<file path="src/rtl/checkpoint_seq_monitor.sv">
// checkpoint_seq_monitor
//   Watches an asynchronous checkbits bus for a programmed, ordered sequence of codes with a
//   per-stage cycle timeout, and reports busy/pass/fail plus a fail reason.
//
//   Build option: define STRICT_ORDER_EN to fail on any out-of-order code (fail_code 2'b10).
//   Left undefined, codes that do not match the current stage are ignored.
//
// Ports
//   clock          single clock, all logic on posedge
//   resetb         synchronous active-low reset
//   cfg_we         expected-code table write strobe (ignored while busy)
//   cfg_addr       table index
//   cfg_data       expected code
//   seq_len        entries to match, clamped to DEPTH, sampled on start
//   timeout_cycles per-stage cycle limit, 0 disables, sampled on start
//   start          arm pulse, honoured in any state
//   checkbits      observed code bus, asynchronous to clock
//   busy           monitor armed
//   pass           sticky: full sequence matched
//   fail           sticky: timeout or order violation
//   fail_code      00 none, 01 timeout, 10 out-of-order
//   stage          entries matched so far
module checkpoint_seq_monitor #(
  parameter int unsigned WIDTH     = 16,
  parameter int unsigned DEPTH     = 8,
  parameter int unsigned TIMEOUT_W = 24,
  parameter int unsigned STABLE    = 2,
  localparam int unsigned AW       = $clog2(DEPTH)
) (
  input  logic                 clock,
  input  logic                 resetb,
  input  logic                 cfg_we,
  input  logic [AW-1:0]        cfg_addr,
  input  logic [WIDTH-1:0]     cfg_data,
  input  logic [AW:0]          seq_len,
  input  logic [TIMEOUT_W-1:0] timeout_cycles,
  input  logic                 start,
  input  logic [WIDTH-1:0]     checkbits,
  output logic                 busy,
  output logic                 pass,
  output logic                 fail,
  output logic [1:0]           fail_code,
  output logic [AW:0]          stage
);

  localparam logic [1:0] StIdle  = 2'd0;
  localparam logic [1:0] StArmed = 2'd1;
  localparam logic [1:0] StPass  = 2'd2;
  localparam logic [1:0] StFail  = 2'd3;

  localparam int unsigned CW        = $clog2(STABLE + 1);
  localparam logic [CW-1:0] StableCnt = CW'(STABLE);
  localparam logic [AW:0]   DepthVal  = (AW + 1)'(DEPTH);

  // Input synchroniser and stability filter
  logic [WIDTH-1:0] sync1_q, sync2_q;
  logic [WIDTH-1:0] cand_q, cand_d;
  logic [WIDTH-1:0] filt_q, filt_d;
  logic [CW-1:0]    cnt_q, cnt_d;
  logic             evt;

  // cand_q is the value being qualified; cnt_q counts consecutive cycles it has been seen.
  // An event fires on the edge the count reaches STABLE with a value different from filt_q.
  always_comb begin
    cand_d = cand_q;
    cnt_d  = cnt_q;
    filt_d = filt_q;
    evt    = 1'b0;
    if (sync2_q == cand_q) begin
      if (cnt_q != StableCnt) cnt_d = cnt_q + 1'b1;
    end else begin
      cand_d = sync2_q;
      cnt_d  = CW'(1);
    end
    if (cnt_d == StableCnt && sync2_q != filt_q) begin
      filt_d = sync2_q;
      evt    = 1'b1;
    end
  end

  // Sequence FSM
  logic [WIDTH-1:0]     code_tbl_q [DEPTH];
  logic [1:0]           state_q, state_d;
  logic [AW:0]          stage_q, stage_d;
  logic [AW:0]          len_q, len_d;
  logic [AW:0]          len_clamped;
  logic [TIMEOUT_W-1:0] tmo_q, tmo_d;
  logic [TIMEOUT_W-1:0] timer_q, timer_d;
  logic [TIMEOUT_W-1:0] timer_inc;
  logic [1:0]           fail_code_q, fail_code_d;
  logic [WIDTH-1:0]     cur_code;
  logic                 match;

  assign len_clamped = (seq_len > DepthVal) ? DepthVal : seq_len;
  assign cur_code    = code_tbl_q[stage_q[AW-1:0]];
  assign match       = evt && (filt_d == cur_code);
  // Saturating increment
  assign timer_inc   = (timer_q == '1) ? timer_q : timer_q + 1'b1;

`ifdef STRICT_ORDER_EN
  logic [AW-1:0]    prev_idx;
  logic [WIDTH-1:0] prev_code;
  logic             order_err;

  assign prev_idx  = stage_q[AW-1:0] - 1'b1;
  assign prev_code = code_tbl_q[prev_idx];
  // A repeat of the code just matched is tolerated; anything else is out of order.
  assign order_err = evt && !match && !(stage_q != '0 && filt_d == prev_code);
`endif

  always_comb begin
    state_d     = state_q;
    stage_d     = stage_q;
    len_d       = len_q;
    tmo_d       = tmo_q;
    timer_d     = timer_q;
    fail_code_d = fail_code_q;
    if (start) begin
      // Start wins over any coincident event, which is dropped.
      state_d     = (len_clamped == '0) ? StPass : StArmed;
      stage_d     = '0;
      timer_d     = '0;
      fail_code_d = 2'b00;
      len_d       = len_clamped;
      tmo_d       = timeout_cycles;
    end else if (state_q == StArmed) begin
      if (match) begin
        // Match beats a timeout landing on the same edge.
        stage_d = stage_q + 1'b1;
        timer_d = '0;
        if (stage_q + 1'b1 == len_q) state_d = StPass;
`ifdef STRICT_ORDER_EN
      end else if (order_err) begin
        state_d     = StFail;
        fail_code_d = 2'b10;
`endif
      end else begin
        timer_d = timer_inc;
        if (tmo_q != '0 && timer_inc >= tmo_q) begin
          state_d     = StFail;
          fail_code_d = 2'b01;
        end
      end
    end
  end

  always_ff @(posedge clock) begin
    if (!resetb) begin
      sync1_q     <= '0;
      sync2_q     <= '0;
      cand_q      <= '0;
      cnt_q       <= '0;
      filt_q      <= '0;
      state_q     <= StIdle;
      stage_q     <= '0;
      len_q       <= '0;
      tmo_q       <= '0;
      timer_q     <= '0;
      fail_code_q <= 2'b00;
    end else begin
      sync1_q     <= checkbits;
      sync2_q     <= sync1_q;
      cand_q      <= cand_d;
      cnt_q       <= cnt_d;
      filt_q      <= filt_d;
      state_q     <= state_d;
      stage_q     <= stage_d;
      len_q       <= len_d;
      tmo_q       <= tmo_d;
      timer_q     <= timer_d;
      fail_code_q <= fail_code_d;
    end
  end

  // Table is deliberately not reset so it survives a test-level reset.
  always_ff @(posedge clock) begin
    if (cfg_we && state_q != StArmed) code_tbl_q[cfg_addr] <= cfg_data;
  end

  assign busy      = (state_q == StArmed);
  assign pass      = (state_q == StPass);
  assign fail      = (state_q == StFail);
  assign fail_code = fail_code_q;
  assign stage     = stage_q;

endmodule

</file>
<file path="config.mk">
export PLATFORM = sky130hd
export DESIGN_NAME = checkpoint_seq_monitor
export DESIGN_NICKNAME = d
export VERILOG_FILES = /design/src/rtl/checkpoint_seq_monitor.sv
export SDC_FILE = /design/constraint.sdc
export NUM_CORES = 1
export LEC_CHECK = 0
export ABC_AREA = 1
export ABC_CLOCK_PERIOD_IN_PS = 4600
export BUFFER_PORTS_ARGS = -buffer_cell sky130_fd_sc_hd__buf_2
export CORE_MARGIN = 2
export CORE_UTILIZATION = 35
export DETAILED_ROUTE_END_ITERATION = 10
export SYNTH_ARGS = -nofsm -noshare
export SYNTH_HDL_FRONTEND = slang
export SYNTH_SLANG_ARGS = --single-unit
</file>
<file path="constraint.sdc">
create_clock -name clock -period 4.6 [get_ports clock]
set_clock_uncertainty 0.15 [all_clocks]
set_input_delay 1.15 -clock clock [delete_from_list [all_inputs] [get_ports clock]]
set_output_delay 1.15 -clock clock [all_outputs]
set_load 0.005 [all_outputs]
</file>
==> results of run 1 <==
[cell usage after synthesis (2+ instances only)]
library cell | number | area share [%]
a211oi_1 | 2 | 0.13
a21oi_1 | 132 | 5.7
a22oi_1 | 10 | 0.65
a32o_1 | 7 | 0.60
a32oi_1 | 7 | 0.53
buf_1 | 2 | 0.065
buf_2 | 6 | 0.26
buf_4 | 3 | 0.19
clkbuf_1 | 39 | 1.3
clkbuf_2 | 2 | 0.086
clkinv_1 | 3 | 0.097
dfxtp_1 | 128 | 22
edfxtp_1 | 128 | 33
ha_1 | 27 | 2.9
inv_1 | 164 | 5.3
inv_2 | 8 | 0.26
nand2_1 | 413 | 13
nand2_2 | 3 | 0.16
nand3_1 | 94 | 4.0
nand3_2 | 4 | 0.34
nand3b_1 | 14 | 0.90
nand4_1 | 8 | 0.43
nor2_1 | 75 | 2.4
nor2_2 | 5 | 0.27
nor3_1 | 10 | 0.43
nor4_1 | 6 | 0.32
o21ai_0 | 34 | 1.5
o21ai_1 | 2 | 0.086
xnor2_1 | 11 | 0.83
xor2_1 | 13 | 0.98
[layer usage]
metal | vias up | track usage (%)
li1 | 4624 | -
met1 | 4234 | 20.9
met2 | 184 | 26.6
met3 | 43 | 1.99
met4 | 2 | 4.54
met5 | - | 0
[cell usage in the layout (no fill, tap or decap), types with 2 or more instances in the layout]
cell type   synthesis  routed
a211oi_1            2       2
a21oi_1           132     132
a22oi_1            10      10
a32o_1              7       7
a32oi_1             7       7
buf_2               6      74
buf_4               3      19
clkbuf_1           39       4
clkbuf_16           0      29
clkbuf_8            0       5
clkinv_1            3       3
clkinv_2            0       4
clkinv_4            0       2
clkinvlp_4          0       3
dfxtp_1           128     127
edfxtp_1          128     128
ha_1               27      27
inv_1             164     164
inv_2               8       8
nand2_1           413     413
nand2_2             3       3
nand3_1            94      94
nand3_2             4       4
nand3b_1           14      14
nand4_1             8       8
nor2_1             75      75
nor2_2              5       5
nor3_1             10      10
nor4_1              6       6
o21ai_0            34      34
o21ai_1             2       2
xnor2_1            11      11
xor2_1             13      13
[worst max-delay path: cells and delay by family, from the launching register on]
kind                     cells  cell delay, ns
AO/OA/AOI/OAI                3            0.56
flip-flops                   1            0.34
buffers and inverters        2            0.11
adder cells (fa/ha/maj)      2            0.50
AND/OR/NAND/NOR             21            2.07
[path summary, 6_finish.rpt]
check / startpoint / endpoint / slack, ns / cells past startpoint
min reg2reg: sync1_q[3] / sync2_q[3] / 0.26 / 2
max reg2reg: timer_q[0] / state_q[1] / 0.75 / 28
min: sync1_q[3] / sync2_q[3] / 0.26 / 2
max: timer_q[0] / state_q[1] / 0.75 / 28
[metrics by stage]
step | util (%) | area [um^2]
after detailed placement | 38.3 | 12500
after CTS | 41.0 | 13400
after floorplan | - | 11600
after global placement | 38.3 | 12500
final | 41.0 | 13400
after global routing | 41.0 | 13400
[report_power, final]
part / total [mW] / switching (mW) / internal (mW) / leakage [nW]
Clock: 2.15 / 0.871 / 1.28 / 0.436
Combinational: 0.262 / 0.175 / 0.0870 / 3.17
Sequential: 2.48 / 0.0265 / 2.45 / 2.21
[kinds of logic after synthesis]
| logic type | after synthesis | synth area share [%] |
|---|---|---|
| AO/OA/AOI/OAI | 200 | 9.57 |
| XOR/XNOR | 24 | 1.81 |
| adder cells (fa/ha/maj) | 27 | 2.91 |
| buffers and inverters | 228 | 7.61 |
| flip-flops | 256 | 55.1 |
| other | 1 | 0.0323 |
| AND/OR/NAND/NOR | 636 | 23.0 |
[registers in the layout, summed over array words and instances (netlist names), 4 cells and up, named ones only]
| name | cells |
|---|---|
| code_tbl_q | 128 |
| timer_q | 24 |
| tmo_q | 24 |
| cand_q | 16 |
| filt_q | 16 |
| sync1_q | 16 |
| sync2_q | 16 |
| len_q | 4 |
| stage | 4 |
[final cells by class]
cell class                 instances  share of cell area [%]
sequential                       256                    47.9
multi-input combinational        888                    32.4
clock buffer                      38                    6.05
inverter                         175                    4.91
tap                              442                    4.13
timing repair buffer              94                    3.98
clock inverter                    10                   0.673
==> results.json, run 1 <==
{
  "ys.flop_type": "edfxtp_1",
  "antenna_cells": 0,
  "power.total_mw": 4.89,
  "drtIter0Drc": 631,
  "crit_top_cell": "nand2_1",
  "core_area_mm2": 0.0326,
  "setup.worst_path.class": "flop to flop",
  "vias_per_cell": 4.78,
  "drc": 0,
  "clk_latency_ns": 0.53,
  "fin_crit_sh_pct": 83.6,
  "max_cap_violations": 0,
  "wl_per_cell_um": 14.2,
  "finalMaxSlewViolations": 0,
  "antenna_found_initial": 1,
  "cts_sinks": 256,
  "synth_seq_cells": 256,
  "start_util_pct": 35.6,
  "hpwl_mm": 17.8,
  "final.setup.tns_ns": 0,
  "die_x_um": 186,
  "critPathMaxStageDelay_ns": 0.37,
  "top_layer": "met5",
  "root_buffer": "clkbuf_16",
  "multi_input_area_mm2": 0.00434,
  "htreeDepth": 1,
  "yosysWarnings": 0,
  "post_cts_resize_count": 0,
  "synthDistinctLibCells": 42,
  "rsz0062_at_grt": "no",
  "die-area_mm2": 0.0347,
  "worstPathArrival_ns": 4.12,
  "start_kind": "flop",
  "ir_drop_mv": 0.286,
  "worstPathMaxFanout": 4,
  "power_density_mw_per_mm2": 366,
  "ios": 76,
  "wl_met2_mm": 12.7,
  "wl_met3_mm": 1.12,
  "grt.total_usage_pct": 15.6,
  "cts_tree": "yes",
  "gp_congestion": 0.856,
  "dpl.cell_count": 1855,
  "min_path_type": "flop to flop",
  "hold_viol_final": 0,
  "overflow": 0,
  "cp-end-kind": "flop",
  "layout_min_cycle_time_ns": 3.85,
  "clkSlewWorstSetupHoldPaths_ns": 0.06,
  "wl_mm": 27.0,
  "synthCells": 1372,
  "cts.hold.buffers_added": 0,
  "wl_met1_mm": 12.5,
  "timing.hold.ws_ns": 0.262,
  "drive_gt1_share_pct": 11.2,
  "p_leak_nw": 5.82,
  "synth_area_mm2": 0.0116,
  "worst_pin_slew_ns": 0.845,
  "required_ns": 4.87,
  "num_vias": 9087,
  "syn_avg_cell_area_um2": 8.47,
  "syn-num-nets": 1466,
  "syn2layout_area_growth_pct": 15.1,
  "fillers": 3254,
  "detail-route-antenna-nets": 0,
  "async_flop_share_pct": 0,
  "cts-buffers-inserted": 26,
  "maxSlewHeadroom_pct": 43.3,
  "grt_pass1_vias": 8523,
  "register_area_mm2": 0.00641,
  "cts_setup_buffers": 0,
  "slowest_stage": "nor3b_1",
  "stdcell_count": 1903,
  "final_nets": 1535,
  "synth_edf_count": 128,
  "dp_slack_ns": 0.771,
  "drt_first_pass_iters": 5,
  "port_buffers": 74,
  "grt_start_max_net_pins": 77,
  "num_rows": 66,
  "die_h_um": 186,
  "grt_first_pass_wirelength_mm": 43.1,
  "ys_seq_area_share_pct": 55.1,
  "clk_path_buf_depth": 3,
  "setup_violations": 0,
  "setup_slack_ns": 0.753,
  "status": "completed",
  "fmax_ghz": 0.260
}
Power figures use the tool's default switching activity.
==> inputs of run 2 (changes only) <==
--- a/config.mk
+++ b/config.mk
@@ -5,8 +5,8 @@
 export SDC_FILE = /design/constraint.sdc
 export NUM_CORES = 1
 export LEC_CHECK = 0
-export ABC_AREA = 1
-export ABC_CLOCK_PERIOD_IN_PS = 4600
+export ABC_AREA = 0
+export ABC_CLOCK_PERIOD_IN_PS = 3750
 export BUFFER_PORTS_ARGS = -buffer_cell sky130_fd_sc_hd__buf_2
 export CORE_MARGIN = 2
 export CORE_UTILIZATION = 35
==> constraint.sdc (replaced) <==
create_clock -name clock -period 3.75 [get_ports clock]
set_clock_uncertainty 0.15 [all_clocks]
set_input_delay 0.9375 -clock clock [delete_from_list [all_inputs] [get_ports clock]]
set_output_delay 0.9375 -clock clock [all_outputs]
set_load 0.005 [all_outputs]
==> run 2 against run 1 <==
  * Wire length fell by 6.2%
  * Design area is 1.3% higher
  * Largest power group unchanged
  * Total power up 21%
  * Worst hold slack better by 0.021 ns
  * First-iteration DRC count is 46% lower
  * Critical path depth shrank 19
  * Clock-buffer cell count unchanged
  * Die area shrank 3.8%
  * Clock power grew 18%
==> results.json, run 2 <==
{
  "cts.hold.buffers_added": 0,
  "antenna_found_initial": 3,
  "finalInstanceArea_mm2": 0.0136,
  "final.setup.tns_ns": 0,
  "vias_per_cell": 4.96,
  "power.total_mw": 5.93,
  "wl_per_cell_um": 17.4,
  "drc": 0,
  "grt_pass1_vias": 7087,
  "synth_edf_count": 128,
  "wl_mm": 25.3,
  "port_buffers": 74,
  "drive_gt1_share_pct": 27.0,
  "clkSlewWorstSetupHoldPaths_ns": 0.06,
  "root_buffer": "clkbuf_16",
  "num_vias": 7198,
  "start_kind": "flop",
  "maxSlewHeadroom_pct": 52.3,
  "ys_seq_area_share_pct": 57.3,
  "syn2layout_area_growth_pct": 21.4,
  "fmax_ghz": 0.275,
  "multi_input_area_mm2": 0.00461,
  "cp-end-kind": "flop",
  "async_flop_share_pct": 0,
  "htreeDepth": 1,
  "final_nets": 1128,
  "yosysTopAreaCellShare_pct": 34.4,
  "largest_reg_flops": 128,
  "clk_path_buf_depth": 3,
  "cts_sinks": 256,
  "grt_first_pass_wirelength_mm": 39.4,
  "overflow": 0,
  "clk_latency_ns": 0.54,
  "synthTopCellsByArea": "edfxtp_1 (34%), dfxtp_1 (23%), mux4_2 (6.5%)",
  "status": "completed",
  "max_cap_violations": 0,
  "core_area_mm2": 0.0315,
  "grt_start_max_net_pins": 95,
  "min_path_type": "flop to flop",
  "die_x_um": 183,
  "die_h_um": 183,
  "gp_congestion": 0.865,
  "syn_avg_cell_area_um2": 12.6,
  "num_rows": 65,
  "setup_violations": 0,
  "layout_min_cycle_time_ns": 3.63,
  "synthDistinctLibCells": 61,
  "synth_seq_cells": 256,
  "drtIter0Drc": 343,
  "worstPathArrival_ns": 3.94,
  "final_cell_mix": "edfxtp_1 (128), dfxtp_1 (113), buf_4 (78)",
  "die-area_mm2": 0.0334,
  "cts-buffers-inserted": 28,
  "cts_tree": "yes",
  "regMostFlops": "code_tbl_q",
  "grt.total_usage_pct": 15.0,
  "worstPathMaxFanout": 4,
  "required_ns": 4.06,
  "worst_pin_slew_ns": 0.715,
  "fin_crit_sh_pct": 96.9,
  "setup.worst_path.class": "flop to flop",
  "ios": 76,
  "hold_viol_final": 0,
  "power_density_mw_per_mm2": 437,
  "finalMaxSlewViolations": 0,
  "dpl_cell_area_mm2": 0.0125,
  "detail-route-antenna-nets": 0,
  "register_area_mm2": 0.00643,
  "drt_first_pass_iters": 5,
  "p_leak_nw": 5.14,
  "synth_common_cells": "dfxtp_1 (128), edfxtp_1 (128), and2_1 (54), nand2_1 (51), xnor2_1 (47)",
  "synth_top_cell_by_area": "edfxtp_1",
  "synth_area_mm2": 0.0112,
  "start_util_pct": 35.5,
  "ir_drop_mv": 0.302,
  "fillers": 2939,
  "reg.largest.list": "code_tbl_q (128), timer_q (24), tmo_q (24)",
  "syn-num-nets": 982,
  "ys.flop_type": "edfxtp_1",
  "hpwl_mm": 17.2,
  "synthCells": 888,
  "final_common_cell": "edfxtp_1",
  "yosysWarnings": 0
}
==> run 2: cell types whose count changed after synthesis, moves of 13 or more <==
cell / before / now
nand3b_1: 14 / 0
inv_1: 164 / 41
nor2_1: 75 / 22
o21ai_0: 34 / 7
nor2b_1: 0 / 40
mux4_2: 0 / 32
clkbuf_1: 39 / 26
a21oi_1: 132 / 28
xnor2_1: 11 / 47
nand4_1: 8 / 21
and2_1: 0 / 54
mux2i_1: 0 / 42
nand3_1: 94 / 28
nand2_1: 413 / 51
==> run 2: worst paths after layout <==
| path | startpoint | end | cells past startpoint | slack (ns) |
|---|---|---|---|---|
| worst max-delay path | sync2_q[11] | flop | 9 | 0.12 |
| worst min-delay path | sync1_q[15] | sync2_q[15] | 1 | 0.28 |
| worst max register to register | sync2_q[11] | flop | 9 | 0.12 |
| worst min register to register | sync1_q[15] | sync2_q[15] | 1 | 0.28 |
==> run 2: metrics by stage <==
step	instances	worst slack (ns)	hold WS (ns)	util [%]
CTS	1439	0.00185	0.286	42.4
global route	1450	-0.0257	0.300	43.1
global placement	1395	-0.0201	0.268	39.7
detailed placement	1395	-0.0666	0.272	39.7
floorplan	888	0.0157	0.262	-
finish	1451	0.117	0.282	43.1
==> run 2: metal layers <==
metal	global-route usage [%]	vias up	part of all wire, %
li1	-	3521	-
met1	21.0	3482	47
met2	23.7	143	45
met3	3.09	48	5.0
met4	4.29	4	2.3
met5	0	-	0.11
==> run 2: cell type report <==
cell class	instances	area share (%)
Antenna cell	1	0.0185
Clock buffer	38	5.67
Clock inverter	6	0.434
Inverter	42	1.16
Multi-Input combinational cell	550	34.0
Sequential cell	256	47.4
Tap cell	402	3.71
Timing Repair Buffer	156	7.64
==> run 2: cell families after synthesis <==
logic type,count (synthesis),synth area share (%)
adder cells (fa/ha/maj),27,3.02
other,1,0.0336
buffers and inverters,82,3.01
AND/OR/NAND/NOR,272,14.0
XOR/XNOR,69,5.41
AO/OA/AOI/OAI,102,6.50
flip-flops,256,57.3
multiplexers,79,10.7
==> run 2: worst max-delay path, stage by stage (launching register included) <==
cell      delay, ns
dfxtp_1        0.43
xnor2_1        0.16
nand4_1        0.18
o41a_1         0.48
a311o_1        0.36
nor4bb_1       0.15
or3b_1         0.45
or4_4          0.57
or4_1          0.41
a21oi_1        0.19
==> run 2: power by group <==
group,switching [mW],leakage [nW],internal [mW]
Combinational,0.191,2.53,0.151
Sequential,0.0380,2.21,3.00
Clock,1.06,0.399,1.48
==> run 2: what timing repair did <==
item	in CTS	in global routing
pin swaps	0	21
setup buffers	0	11
gates resized for setup	3	40
setup endpoints to repair	2	23
